`src/rtl/butterfly2_inv.sv`:
```
// Inverse radix-2 butterfly: x0 = (y0+y1)/2, x1 = ((y0-y1)/2)*conj(w), one shared real multiplier.
// Build option: define BUTTERFLY2_INV_SAT_EN to saturate x1 instead of wrapping it.
//
// state | meaning
// IDLE  | o_ready high, waiting for operands
// SUM   | halved sum and difference computed
// M0    | accRe  = dr*wr
// M1    | accRe += di*wi
// M2    | accIm  = di*wr
// M3    | accIm -= dr*wi, result registered on exit
// OUT   | o_valid high until i_ready
module butterfly2_inv #(
  parameter int N = 16,
  parameter int Q = 8
) (
  input  logic         i_clk,
  input  logic         i_rst,
  input  logic         i_valid,
  output logic         o_ready,
  input  logic [N-1:0] i_in0_re,
  input  logic [N-1:0] i_in0_im,
  input  logic [N-1:0] i_in1_re,
  input  logic [N-1:0] i_in1_im,
  input  logic [N-1:0] i_twiddle_re,
  input  logic [N-1:0] i_twiddle_im,
  output logic [N-1:0] o_out0_re,
  output logic [N-1:0] o_out0_im,
  output logic [N-1:0] o_out1_re,
  output logic [N-1:0] o_out1_im,
  output logic         o_valid,
  input  logic         i_ready
);

  localparam int AW = 2*N + 1;

  typedef enum logic [2:0] {
    S_IDLE = 3'd0,
    S_SUM  = 3'd1,
    S_M0   = 3'd2,
    S_M1   = 3'd3,
    S_M2   = 3'd4,
    S_M3   = 3'd5,
    S_OUT  = 3'd6
  } state_t;

  state_t state, state_nx;

  logic [N-1:0]          y0_re, y0_im, y1_re, y1_im, w_re, w_im;
  logic [N-1:0]          s_re, s_im, d_re, d_im;
  logic [N:0]            sum_re, sum_im, dif_re, dif_im;
  logic [N-1:0]          mul_a, mul_b;
  logic signed [2*N-1:0] prod;
  logic [AW-1:0]         prod_ext, acc_re, acc_im, acc_im_fin;
  logic [N-1:0]          x1_re, x1_im;
  logic                  unused_bits;

  always_ff @(posedge i_clk or negedge i_rst) begin
    if (!i_rst) state <= S_IDLE;
    else        state <= state_nx;
  end

  always_comb begin
    state_nx = state;
    o_ready  = 1'b0;
    o_valid  = 1'b0;
    case (state)
      S_IDLE: begin
        o_ready = 1'b1;
        if (i_valid) state_nx = S_SUM;
      end
      S_SUM: state_nx = S_M0;
      S_M0:  state_nx = S_M1;
      S_M1:  state_nx = S_M2;
      S_M2:  state_nx = S_M3;
      S_M3:  state_nx = S_OUT;
      S_OUT: begin
        o_valid = 1'b1;
        if (i_ready) state_nx = S_IDLE;
      end
      default: state_nx = S_IDLE;
    endcase
  end

  // N+1-bit sum/difference; dropping bit 0 is the floor halving, so the result always fits N bits
  assign sum_re = {y0_re[N-1], y0_re} + {y1_re[N-1], y1_re};
  assign sum_im = {y0_im[N-1], y0_im} + {y1_im[N-1], y1_im};
  assign dif_re = {y0_re[N-1], y0_re} - {y1_re[N-1], y1_re};
  assign dif_im = {y0_im[N-1], y0_im} - {y1_im[N-1], y1_im};

  always_comb begin
    mul_a = '0;
    mul_b = '0;
    case (state)
      S_M0: begin mul_a = d_re; mul_b = w_re; end
      S_M1: begin mul_a = d_im; mul_b = w_im; end
      S_M2: begin mul_a = d_im; mul_b = w_re; end
      S_M3: begin mul_a = d_re; mul_b = w_im; end
      default: ;
    endcase
  end

  assign prod       = $signed(mul_a) * $signed(mul_b);
  assign prod_ext   = {prod[2*N-1], prod};
  assign acc_im_fin = acc_im - prod_ext;

`ifdef BUTTERFLY2_INV_SAT_EN
  logic [N-Q+1:0] top_re, top_im;
  logic [N-1:0]   max_val, min_val;

  assign max_val = {1'b0, {(N-1){1'b1}}};
  assign min_val = {1'b1, {(N-1){1'b0}}};
  assign top_re  = acc_re[AW-1:Q+N-1];
  assign top_im  = acc_im_fin[AW-1:Q+N-1];

  // In range only when everything above the kept field is a copy of its sign bit
  assign x1_re = ((&top_re) || (~|top_re)) ? acc_re[Q+N-1:Q]
               : (acc_re[AW-1] ? min_val : max_val);
  assign x1_im = ((&top_im) || (~|top_im)) ? acc_im_fin[Q+N-1:Q]
               : (acc_im_fin[AW-1] ? min_val : max_val);

  assign unused_bits = ^{acc_re[Q-1:0], acc_im_fin[Q-1:0],
                         sum_re[0], sum_im[0], dif_re[0], dif_im[0]};
`else
  assign x1_re = acc_re[Q+N-1:Q];
  assign x1_im = acc_im_fin[Q+N-1:Q];

  assign unused_bits = ^{acc_re[AW-1:Q+N], acc_re[Q-1:0],
                         acc_im_fin[AW-1:Q+N], acc_im_fin[Q-1:0],
                         sum_re[0], sum_im[0], dif_re[0], dif_im[0]};
`endif

  always_ff @(posedge i_clk or negedge i_rst) begin
    if (!i_rst) begin
      y0_re     <= '0;
      y0_im     <= '0;
      y1_re     <= '0;
      y1_im     <= '0;
      w_re      <= '0;
      w_im      <= '0;
      s_re      <= '0;
      s_im      <= '0;
      d_re      <= '0;
      d_im      <= '0;
      acc_re    <= '0;
      acc_im    <= '0;
      o_out0_re <= '0;
      o_out0_im <= '0;
      o_out1_re <= '0;
      o_out1_im <= '0;
    end else begin
      case (state)
        S_IDLE: begin
          if (i_valid) begin
            y0_re <= i_in0_re;
            y0_im <= i_in0_im;
            y1_re <= i_in1_re;
            y1_im <= i_in1_im;
            w_re  <= i_twiddle_re;
            w_im  <= i_twiddle_im;
          end
        end
        S_SUM: begin
          s_re <= sum_re[N:1];
          s_im <= sum_im[N:1];
          d_re <= dif_re[N:1];
          d_im <= dif_im[N:1];
        end
        S_M0: acc_re <= prod_ext;
        S_M1: acc_re <= acc_re + prod_ext;
        S_M2: acc_im <= prod_ext;
        S_M3: begin
          acc_im    <= acc_im_fin;
          o_out0_re <= s_re;
          o_out0_im <= s_im;
          o_out1_re <= x1_re;
          o_out1_im <= x1_im;
        end
        default: ;
      endcase
    end
  end

endmodule

```
`config.mk`:
```
export PLATFORM = sky130hd
export DESIGN_NAME = butterfly2_inv
export DESIGN_NICKNAME = d
export VERILOG_FILES = /design/src/rtl/butterfly2_inv.sv
export SDC_FILE = /design/constraint.sdc
export NUM_CORES = 1
export LEC_CHECK = 0
export ABC_CLOCK_PERIOD_IN_PS = 13750
export CELL_PAD_IN_SITES_DETAIL_PLACEMENT = 0
export CELL_PAD_IN_SITES_GLOBAL_PLACEMENT = 1
export CORE_UTILIZATION = 45
export DETAILED_ROUTE_END_ITERATION = 8
export DONT_BUFFER_PORTS = 1
export PLACE_DENSITY = 0.72
export SYNTH_ARGS = -nofsm -noshare
export SYNTH_HDL_FRONTEND = slang
export SYNTH_SLANG_ARGS = --single-unit
```
`constraint.sdc`:
```
create_clock -name i_clk -period 13.75 [get_ports i_clk]
set_clock_uncertainty 0.1 [all_clocks]
set_input_delay 1.375 -clock i_clk [delete_from_list [all_inputs] [get_ports i_clk]]
set_output_delay 1.375 -clock i_clk [all_outputs]
set_load 0.01 [all_outputs]
```
==> metrics.cfg, run 1 <==
[status]
status=finished clean

[critical_path]
crit_buf_inv=5
cp_common_cell=fa_1
cp_top_family=adder cells
cp.arrival_ns=11.11
crit_type=reg2reg
critPathCaptureType=register
cp.required_ns=14.10
startpoint=state[1]$_DFFE_PN0P_
reg2reg_from=state[1]$_DFFE_PN0P_
cpMaxStageDelayCell=a22oi_1
crit_path_max_fanout=47
startpoint_type=register
max_stage_delay_ns=1.09

[timing]
rsz0062_at_grt=false
post-route-period-util_pct=78.24
hold_viol_final=0
tns_ns=0
clock.fmax_mhz=92.95
setup_viol=0
period_needed_ns=10.76
slew_headroom_pct=4.983
fin_hold_ws_ns=0.3783
slew_viol_final=0
tightest_slew_ns=1.425

[cts]
clk_path_buf_depth=3
clkTransAtPathRegs_ns=0.06
ctsHtreeMaxLevel=2
cts_root_buf=clkbuf_16
clock_sinks=275
cts-resized-gates=0
post_cts_buffers=0
cts_inserted_buffers=35
tritoncts=built
clkLatencyLatePin_ns=0.55
cts_hold_buf=0

[final_layout]
area_growth_pct=7.921
final_util_pct=49.58
layout-drive-gt1-share_pct=10.23
fin_area_um2=25080
finalNetCount=2927
fill_cells=4807
reg_top3=acc_im x24, acc_re x24
final-seq-area_um2=6885
multi_input_area_um2=14720

[routing]
via_per_inst=5.345
via_count=16890
dr.pass1.iters=5
ant_nets=0
drc=0
drt-initial-drc-count=1097
wire_per_inst_um=19.62
wl_um=62000

[min_path]
hold_class=reg2reg
holdCritStartpoint=s_im[0]$_DFFE_PN0P_

[floorplanning]
core-area_um2=50580
row_count=82
die_h_um=229.2
dieArea_um2=52550
pin_count=166
die_w_um=229.2
initial_utilization_pct=45.94

[logic_synthesis]
ys_async_sr_fraction_pct=100.0
synthAdderAreaFrac_pct=26.39
synthMuxAreaShare_pct=7.172
syn_nets=2967
avgSynthCellArea_um2=9.306
synth_top_family_by_area=adder cells
synth-warning-count=0
ys_seq_area_share_pct=29.62
synth-compound-area-share_pct=13.34
synth_top_flop_cell=dfrtp_1
ys_ff_latch=275
synth_cells=2497
synth-xor-area-share_pct=4.507
synth_edf_count=0
synth_cell_type_count=78
syn_area_um2=23240
yosys.area_share.simple_pct=11.78

[global_route]
grt_max_degree=276
grtUsageTotal_pct=24.34
grt_pass1_wl_um=99710
grt_overflow=0
grt_pass1_vias=17470
antenna_found_initial=13

[run]
drv_cap=0

[placement]
io_buffer_count=0
gp_congestion=0.9457
hpwl_um=48140
dpl_cell_area_um2=23890

[placed cells by master (no fill, tap or decap), drive strengths merged, types with 6 or more instances in the layout]
| cell | n |
|---|---|
| inv | 349 |
| dfrtp | 275 |
| nand2 | 274 |
| nor2 | 225 |
| fa | 193 |
| ha | 177 |
| o21ai | 172 |
| mux2 | 138 |
| a21oi | 122 |
| xnor2 | 87 |
| clkbuf | 43 |
| nor3 | 31 |
| xor2 | 30 |
| o21bai | 26 |
| a21o | 23 |
| a31oi | 21 |
| buf | 18 |
| a22oi | 17 |
| a22o | 16 |
| nand3 | 16 |
| and2 | 16 |
| nor2b | 15 |
| a211oi | 15 |
| or3 | 15 |
| clkinv | 14 |
| o21a | 13 |
| o31ai | 13 |
| nand2b | 12 |
| and3 | 12 |
| mux2i | 9 |
| or2 | 7 |
| diode | 6 |
| o22ai | 6 |
| a21boi | 6 |
| o211ai | 6 |
[worst reg2reg max path, delay by kind of cell, from the launching register on]
kind	cells	cell delay, ns
adders and majority gates	11	4.54
AOI/OAI and AO/OA	9	2.50
and+or+nand+nor	5	1.22
buffers and inverters	5	0.87
DFF	1	0.64
muxes	1	0.42
xor gates and xnor gates	1	0.37
[metrics by stage]
stage / setup WS (ns) / instances
floorplan: 4.153 / 2497
global placement: 3.218 / 3092
detailed placement: 3.078 / 3092
CTS: 3.049 / 3154
global route: 2.405 / 3156
finish: 2.992 / 3160
[cell type report]
class / count / share of cell area (%)
repair buffers: 18 / 0.5389
well taps: 672 / 3.353
inverters: 349 / 5.224
clock inverters: 19 / 0.7434
clock buffers: 43 / 3.942
flip-flops and latches: 275 / 27.46
diodes: 6 / 0.05987
multi-input cells: 1778 / 58.68
[synthesized netlist by cell type (all sizes together) (16+ instances only)]
| master | instances | area, µm² |
|---|---|---|
| o21bai | 26 | 195.2 |
| dfrtp | 275 | 6882 |
| and2 | 16 | 100.1 |
| a21oi | 122 | 614.3 |
| nor2 | 225 | 847.1 |
| fa | 193 | 3864 |
| a21o | 23 | 175.2 |
| xnor2 | 87 | 762.0 |
| a31oi | 21 | 146.4 |
| ha | 177 | 2215 |
| nor3 | 31 | 160.1 |
| o21ai | 172 | 864.6 |
| mux2 | 138 | 1554 |
| inv | 347 | 1303 |
| nand2 | 274 | 1028 |
| nand3 | 16 | 80.08 |
| clkbuf | 83 | 311.6 |
| xor2 | 30 | 262.8 |
| a22oi | 17 | 132.6 |
| a22o | 16 | 140.1 |
[logic make-up (layout without fill, tap and decap cells)]
logic type / after synthesis / count (layout)
simple gates: 642 / 642
buf+inv: 444 / 429
fa+ha+maj: 375 / 375
flops: 275 / 275
xor+xnor: 118 / 118
compound gates: 495 / 495
other cells: 0 / 6
mux: 148 / 148
[metal layers]
layer | track usage [%] | wire length (µm)
met1 | 32.37 | 27860
met2 | 40.11 | 29160
met3 | 4.432 | 3028
met4 | 7.750 | 1861
met5 | 0 | 93
[worst paths after layout]
check / endpoint / slack (ns) / cells past startpoint
max in group asynchronous: w_im[11]$_DFFE_PN0P_ / 12.53 / 0
worst min register to register: s_im[0]$_DFFE_PN0P_ / 0.38 / 2
min in group asynchronous: w_re[1]$_DFFE_PN0P_ / 0.42 / 0
worst max-delay path: acc_im[23]$_DFFE_PN0P_ / 2.99 / 32
worst min-delay path: s_im[0]$_DFFE_PN0P_ / 0.38 / 2
worst max register to register: acc_im[23]$_DFFE_PN0P_ / 2.99 / 32
Power of run 1 is not shown: default switching activity piles up to over one toggle a cycle in this logic, so the estimate is an artifact.
==> inputs of run 2 (changes only) <==
--- a/config.mk
+++ b/config.mk
@@ -5,7 +5,7 @@
 export SDC_FILE = /design/constraint.sdc
 export NUM_CORES = 1
 export LEC_CHECK = 0
-export ABC_CLOCK_PERIOD_IN_PS = 13750
+export ABC_CLOCK_PERIOD_IN_PS = 10900
 export CELL_PAD_IN_SITES_DETAIL_PLACEMENT = 0
 export CELL_PAD_IN_SITES_GLOBAL_PLACEMENT = 1
 export CORE_UTILIZATION = 45
==> constraint.sdc (replaced) <==
create_clock -name i_clk -period 10.9 [get_ports i_clk]
set_clock_uncertainty 0.1 [all_clocks]
set_input_delay 1.09 -clock i_clk [delete_from_list [all_inputs] [get_ports i_clk]]
set_output_delay 1.09 -clock i_clk [all_outputs]
set_load 0.01 [all_outputs]
==> metrics.cfg, run 2 (synthesis results as in run 1) <==
[status]
status=finished clean

[floorplanning]
dieArea_um2=52550  ; unchanged
initial_utilization_pct=45.94  ; unchanged
pin_count=166  ; unchanged
die_h_um=229.2  ; unchanged
row_count=82  ; unchanged
core-area_um2=50580  ; unchanged
die_w_um=229.2  ; unchanged

[global_route]
met1_usage_pct=30.27  ; -2.1 points
grt_pass1_wl_um=99260  ; -0.45%
grt_max_degree=276  ; unchanged
grt-busiest-layer=met2
grt_overflow=0  ; unchanged
antenna_found_initial=4  ; -9
use_met3_pct=4.656  ; +0.22 points
use_met2_pct=40.79  ; +0.67 points
grtUsageTotal_pct=24.36  ; about the same
grt_pass1_vias=17840  ; +2.1%

[final_layout]
finalNetCount=2954  ; +0.92%
area_growth_pct=8.675
layout_commonest_cell=inv_1
fill_cells=4754  ; -1.1%
final_util_pct=49.92  ; +0.35 points
layout_common_cells=inv_1, nand2_1, dfrtp_1, nor2_1, fa_1
reg_top3=acc_im x24, acc_re x24
fin_area_um2=25250  ; +0.70%
layout-drive-gt1-share_pct=10.96  ; +0.73 points

[timing]
clock.fmax_mhz=96.47  ; +3.8%
post-route-period-util_pct=95.10  ; +17 points
tns_ns=0  ; unchanged
hold_viol_final=0  ; unchanged
period_needed_ns=10.37  ; -0.3924 ns
rsz0062_at_grt=false
slew_viol_final=0  ; unchanged
slew_headroom_pct=22.40  ; +17 points
tightest_slew_ns=1.164  ; -0.2612 ns
setup_viol=0  ; unchanged

[critical_path]
cp.depth=33  ; +3.1%
cp.arrival_ns=10.71  ; -0.40 ns
cp_common_cell=fa_1
cp_top_family=adder cells
critPathCaptureType=register
crit_buf_inv=4  ; -1
cpMaxStageDelayCell=o21ai_2
crit_path_max_fanout=29  ; -38%
startpoint_type=register
cp.required_ns=11.24  ; -2.86 ns
max_stage_delay_ns=0.88  ; -0.21 ns
crit_type=reg2reg
ff2ff_path_depth=33  ; +3.1%

[placement]
io_buffer_count=0  ; unchanged
gp_congestion=0.9528  ; +0.75%
dpl_cell_area_um2=24090  ; +0.86%
hpwl_um=48590  ; +0.94%

[routing]
via_count=17150  ; +1.5%
ant_nets=0  ; unchanged
wl_um=62880  ; +1.4%
via_per_inst=5.389  ; +0.82%
drt-initial-drc-count=849  ; -23%
wire_per_inst_um=19.76  ; +0.71%
drc=0  ; unchanged
dr.pass1.iters=5  ; unchanged

[cts]
clkTransAtPathRegs_ns=0.06  ; about the same
cts_hold_buf=0  ; unchanged
cts_inserted_buffers=34  ; -2.9%
post_cts_buffers=0  ; unchanged
clock_sinks=275  ; unchanged
clk_path_buf_depth=3  ; unchanged
ctsHtreeMaxLevel=2  ; unchanged
cts-resized-gates=0  ; unchanged
cts_root_buf=clkbuf_16
clkLatencyLatePin_ns=0.55  ; about the same
tritoncts=built

[run]
drv_cap=0  ; unchanged

[min_path]
hold_class=in2async

-- run 2: cell types whose count changed in the layout (fill, tap and decap cells not counted), moves of 2 or more --
| cell | change |
|---|---|
| clkbuf_8 | +2 |
| clkinv_4 | -3 |
| clkbuf_1 | +4 |
| diode_2 | -4 |
| clkbuf_16 | -3 |
| clkinv_2 | -4 |
| buf_4 | +28 |
-- run 2: worst paths after layout --
| check | slack [ns] | to | from |
|---|---|---|---|
| max | 0.53 | acc_im[23]$_DFFE_PN0P_ | state[2]$_DFFE_PN0P_ |
| min | 0.14 | acc_re[9]$_DFFE_PN0P_ | i_rst |
| max reg2reg | 0.53 | acc_im[23]$_DFFE_PN0P_ | state[2]$_DFFE_PN0P_ |
| min reg2reg | 0.37 | s_im[0]$_DFFE_PN0P_ | s_im[0]$_DFFE_PN0P_ |
| max in group asynchronous | 9.92 | w_re[6]$_DFFE_PN0P_ | i_rst |
| min in group i_clk | 0.37 | s_im[0]$_DFFE_PN0P_ | s_im[0]$_DFFE_PN0P_ |
-- run 2: layout make-up --
| cell class | instances | area (µm²) | share of cell area (%) |
|---|---|---|---|
| Antenna cell | 2 | 5.005 | 0.01982 |
| Clock buffer | 46 | 955.9 | 3.786 |
| Clock inverter | 14 | 197.7 | 0.7829 |
| Inverter | 349 | 1310 | 5.188 |
| Multi-Input combinational cell | 1778 | 14710 | 58.26 |
| Sequential cell | 275 | 6885 | 27.27 |
| Tap cell | 672 | 840.8 | 3.330 |
| Timing Repair Buffer | 46 | 345.3 | 1.368 |
-- run 2: metrics by stage --
step	cells	worst slack, ns	hold slack [ns]
floorplan	2497	1.303	0.3460
global placement	3120	0.7624	0.3610
detailed placement	3120	0.6263	0.3700
CTS	3180	0.5535	0.1096
global route	3180	0.01880	0.1095
finish	3182	0.5340	0.1367
-- run 2: layer usage --
layer  wire (µm)  share of wire [%]
met1       26410                 42
met2       30270                 48
met3        3227                5.1
met4        2943                4.7
met5          29              0.046
Power of run 2 is left out for the same reason.
==> inputs of run 3 (changes only) <==
--- a/config.mk
+++ b/config.mk
@@ -6,6 +6,7 @@
 export NUM_CORES = 1
 export LEC_CHECK = 0
 export ABC_CLOCK_PERIOD_IN_PS = 10900
+export CAP_MARGIN = 20
 export CELL_PAD_IN_SITES_DETAIL_PLACEMENT = 0
 export CELL_PAD_IN_SITES_GLOBAL_PLACEMENT = 1
 export CORE_UTILIZATION = 45
==> metrics.cfg, run 3 (synthesis results as in run 1) <==
[global_route]
antenna_found_initial=4  ; unchanged
grtUsageTotal_pct=24.36  ; unchanged
met1_usage_pct=30.27  ; unchanged
use_met2_pct=40.79  ; unchanged
grt-busiest-layer=met2
grt_max_degree=276  ; unchanged
grt_pass1_vias=17840  ; unchanged
grt_pass1_wl_um=99260  ; unchanged
grt_overflow=0  ; unchanged
use_met3_pct=4.656  ; unchanged

[placement]
dpl_cell_area_um2=24090  ; unchanged
gp_congestion=0.9528  ; unchanged
place_inst=3120  ; unchanged
io_buffer_count=0  ; unchanged
hpwl_um=48590  ; unchanged

[timing]
period_needed_ns=10.05  ; -0.3111 ns
clock.fmax_mhz=99.45  ; +3.1%
hold_viol_final=0  ; unchanged
tightest_slew_ns=1.000  ; -0.1641 ns
setup_viol=0  ; unchanged
rsz0062_at_grt=false
tns_ns=0  ; unchanged
slew_headroom_pct=33.33  ; +11 points
post-route-period-util_pct=92.25  ; -2.9 points
slew_viol_final=0  ; unchanged

[cts]
ctsHtreeMaxLevel=2  ; unchanged
clk_path_buf_depth=3  ; unchanged
tritoncts=built
cts-resized-gates=0  ; unchanged
post_cts_buffers=0  ; unchanged
clock_sinks=275  ; unchanged
cts_hold_buf=0  ; unchanged
cts_inserted_buffers=34  ; unchanged
clkTransAtPathRegs_ns=0.06  ; about the same
cts_root_buf=clkbuf_16
clkLatencyLatePin_ns=0.55  ; about the same

[status]
status=finished clean

[routing]
wire_per_inst_um=19.75  ; about the same
drt-initial-drc-count=1001  ; +18%
via_count=17130  ; -0.13%
drc=0  ; unchanged
via_per_inst=5.378  ; -0.19%
ant_nets=0  ; unchanged
wl_um=62870  ; about the same
dr.pass1.iters=5  ; unchanged

[final_layout]
final_cell_count_no_fill=3184  ; +0.063%
final_util_pct=49.98  ; +0.059 points
fill_cells=4752  ; -0.042%
finalNetCount=2956  ; +0.068%
layout_commonest_cell=inv_1
reg_top3=acc_im x24, acc_re x24
layout_common_cells=inv_1, nand2_1, dfrtp_1, nor2_1, fa_1
area_growth_pct=8.804
layout-drive-gt1-share_pct=11.04  ; +0.071 points
fin_area_um2=25280  ; +0.12%

[critical_path]
crit_path_max_fanout=45  ; +55%
critPathCaptureType=register
cp.required_ns=11.24  ; about the same
cp.arrival_ns=10.39  ; -0.32 ns
cp_common_cell=fa_1
startpoint_type=register
cpMaxStageDelayCell=o22ai_1
max_stage_delay_ns=0.69  ; -0.19 ns
crit_type=reg2reg

[floorplanning]
dieArea_um2=52550  ; unchanged
initial_utilization_pct=45.94  ; unchanged
die_h_um=229.2  ; unchanged
die_w_um=229.2  ; unchanged
core-area_um2=50580  ; unchanged
row_count=82  ; unchanged
pin_count=166  ; unchanged

[min_path]
hold_class=in2async

[run]
drv_cap=0  ; unchanged

-- run 3: changes by cell type in the layout (fill, tap and decap cells not counted) --
cell	change
buf_8	+2
-- run 3: metal layers --
layer / up-vias / part of all wire [%]
li1: 8178 / -
met1: 8439 / 42
met2: 378 / 48
met3: 126 / 5.4
met4: 4 / 4.7
met5: - / 0.046
-- run 3: critical path: cells and delay by family, from the launching register on --
family,cells,cell delay (ns)
AO/OA/AOI/OAI,8,2.04
adder cells (fa/ha/maj),11,4.75
buffers and inverters,5,0.54
flip-flops,1,0.55
multiplexers,1,0.42
AND/OR/NAND/NOR,8,1.54
-- run 3: through the flow --
step	worst slack, ns	hold slack [ns]
global placement	0.7624	0.3610
CTS	0.5535	0.1096
detailed placement	0.6263	0.3700
finish	0.8452	0.1374
global route	0.3932	0.1095
floorplan	1.303	0.3460
-- run 3: cell type report --
cell class / count / area (µm²) / share of cell area [%]
diodes: 2 / 5.005 / 0.01980
clock buffers: 46 / 955.9 / 3.781
clock inverters: 14 / 197.7 / 0.7819
inverters: 349 / 1310 / 5.182
multi-input cells: 1778 / 14710 / 58.19
flip-flops and latches: 275 / 6885 / 27.23
well taps: 672 / 840.8 / 3.326
repair buffers: 48 / 375.4 / 1.485
-- run 3: path summary, 6_finish.rpt --
kind | from | to | slack, ns | depth (start not counted)
setup / recovery | state[2]$_DFFE_PN0P_ | acc_im[23]$_DFFE_PN0P_ | 0.85 | 33
hold / removal | i_rst | acc_re[9]$_DFFE_PN0P_ | 0.14 | 0
setup reg to reg | state[2]$_DFFE_PN0P_ | acc_im[23]$_DFFE_PN0P_ | 0.85 | 33
hold reg to reg | s_im[0]$_DFFE_PN0P_ | s_im[0]$_DFFE_PN0P_ | 0.37 | 2
max in group asynchronous | i_rst | w_re[6]$_DFFE_PN0P_ | 9.98 | 0
min in group i_clk | s_im[0]$_DFFE_PN0P_ | s_im[0]$_DFFE_PN0P_ | 0.37 | 2
Power of run 3 is left out for the same reason.
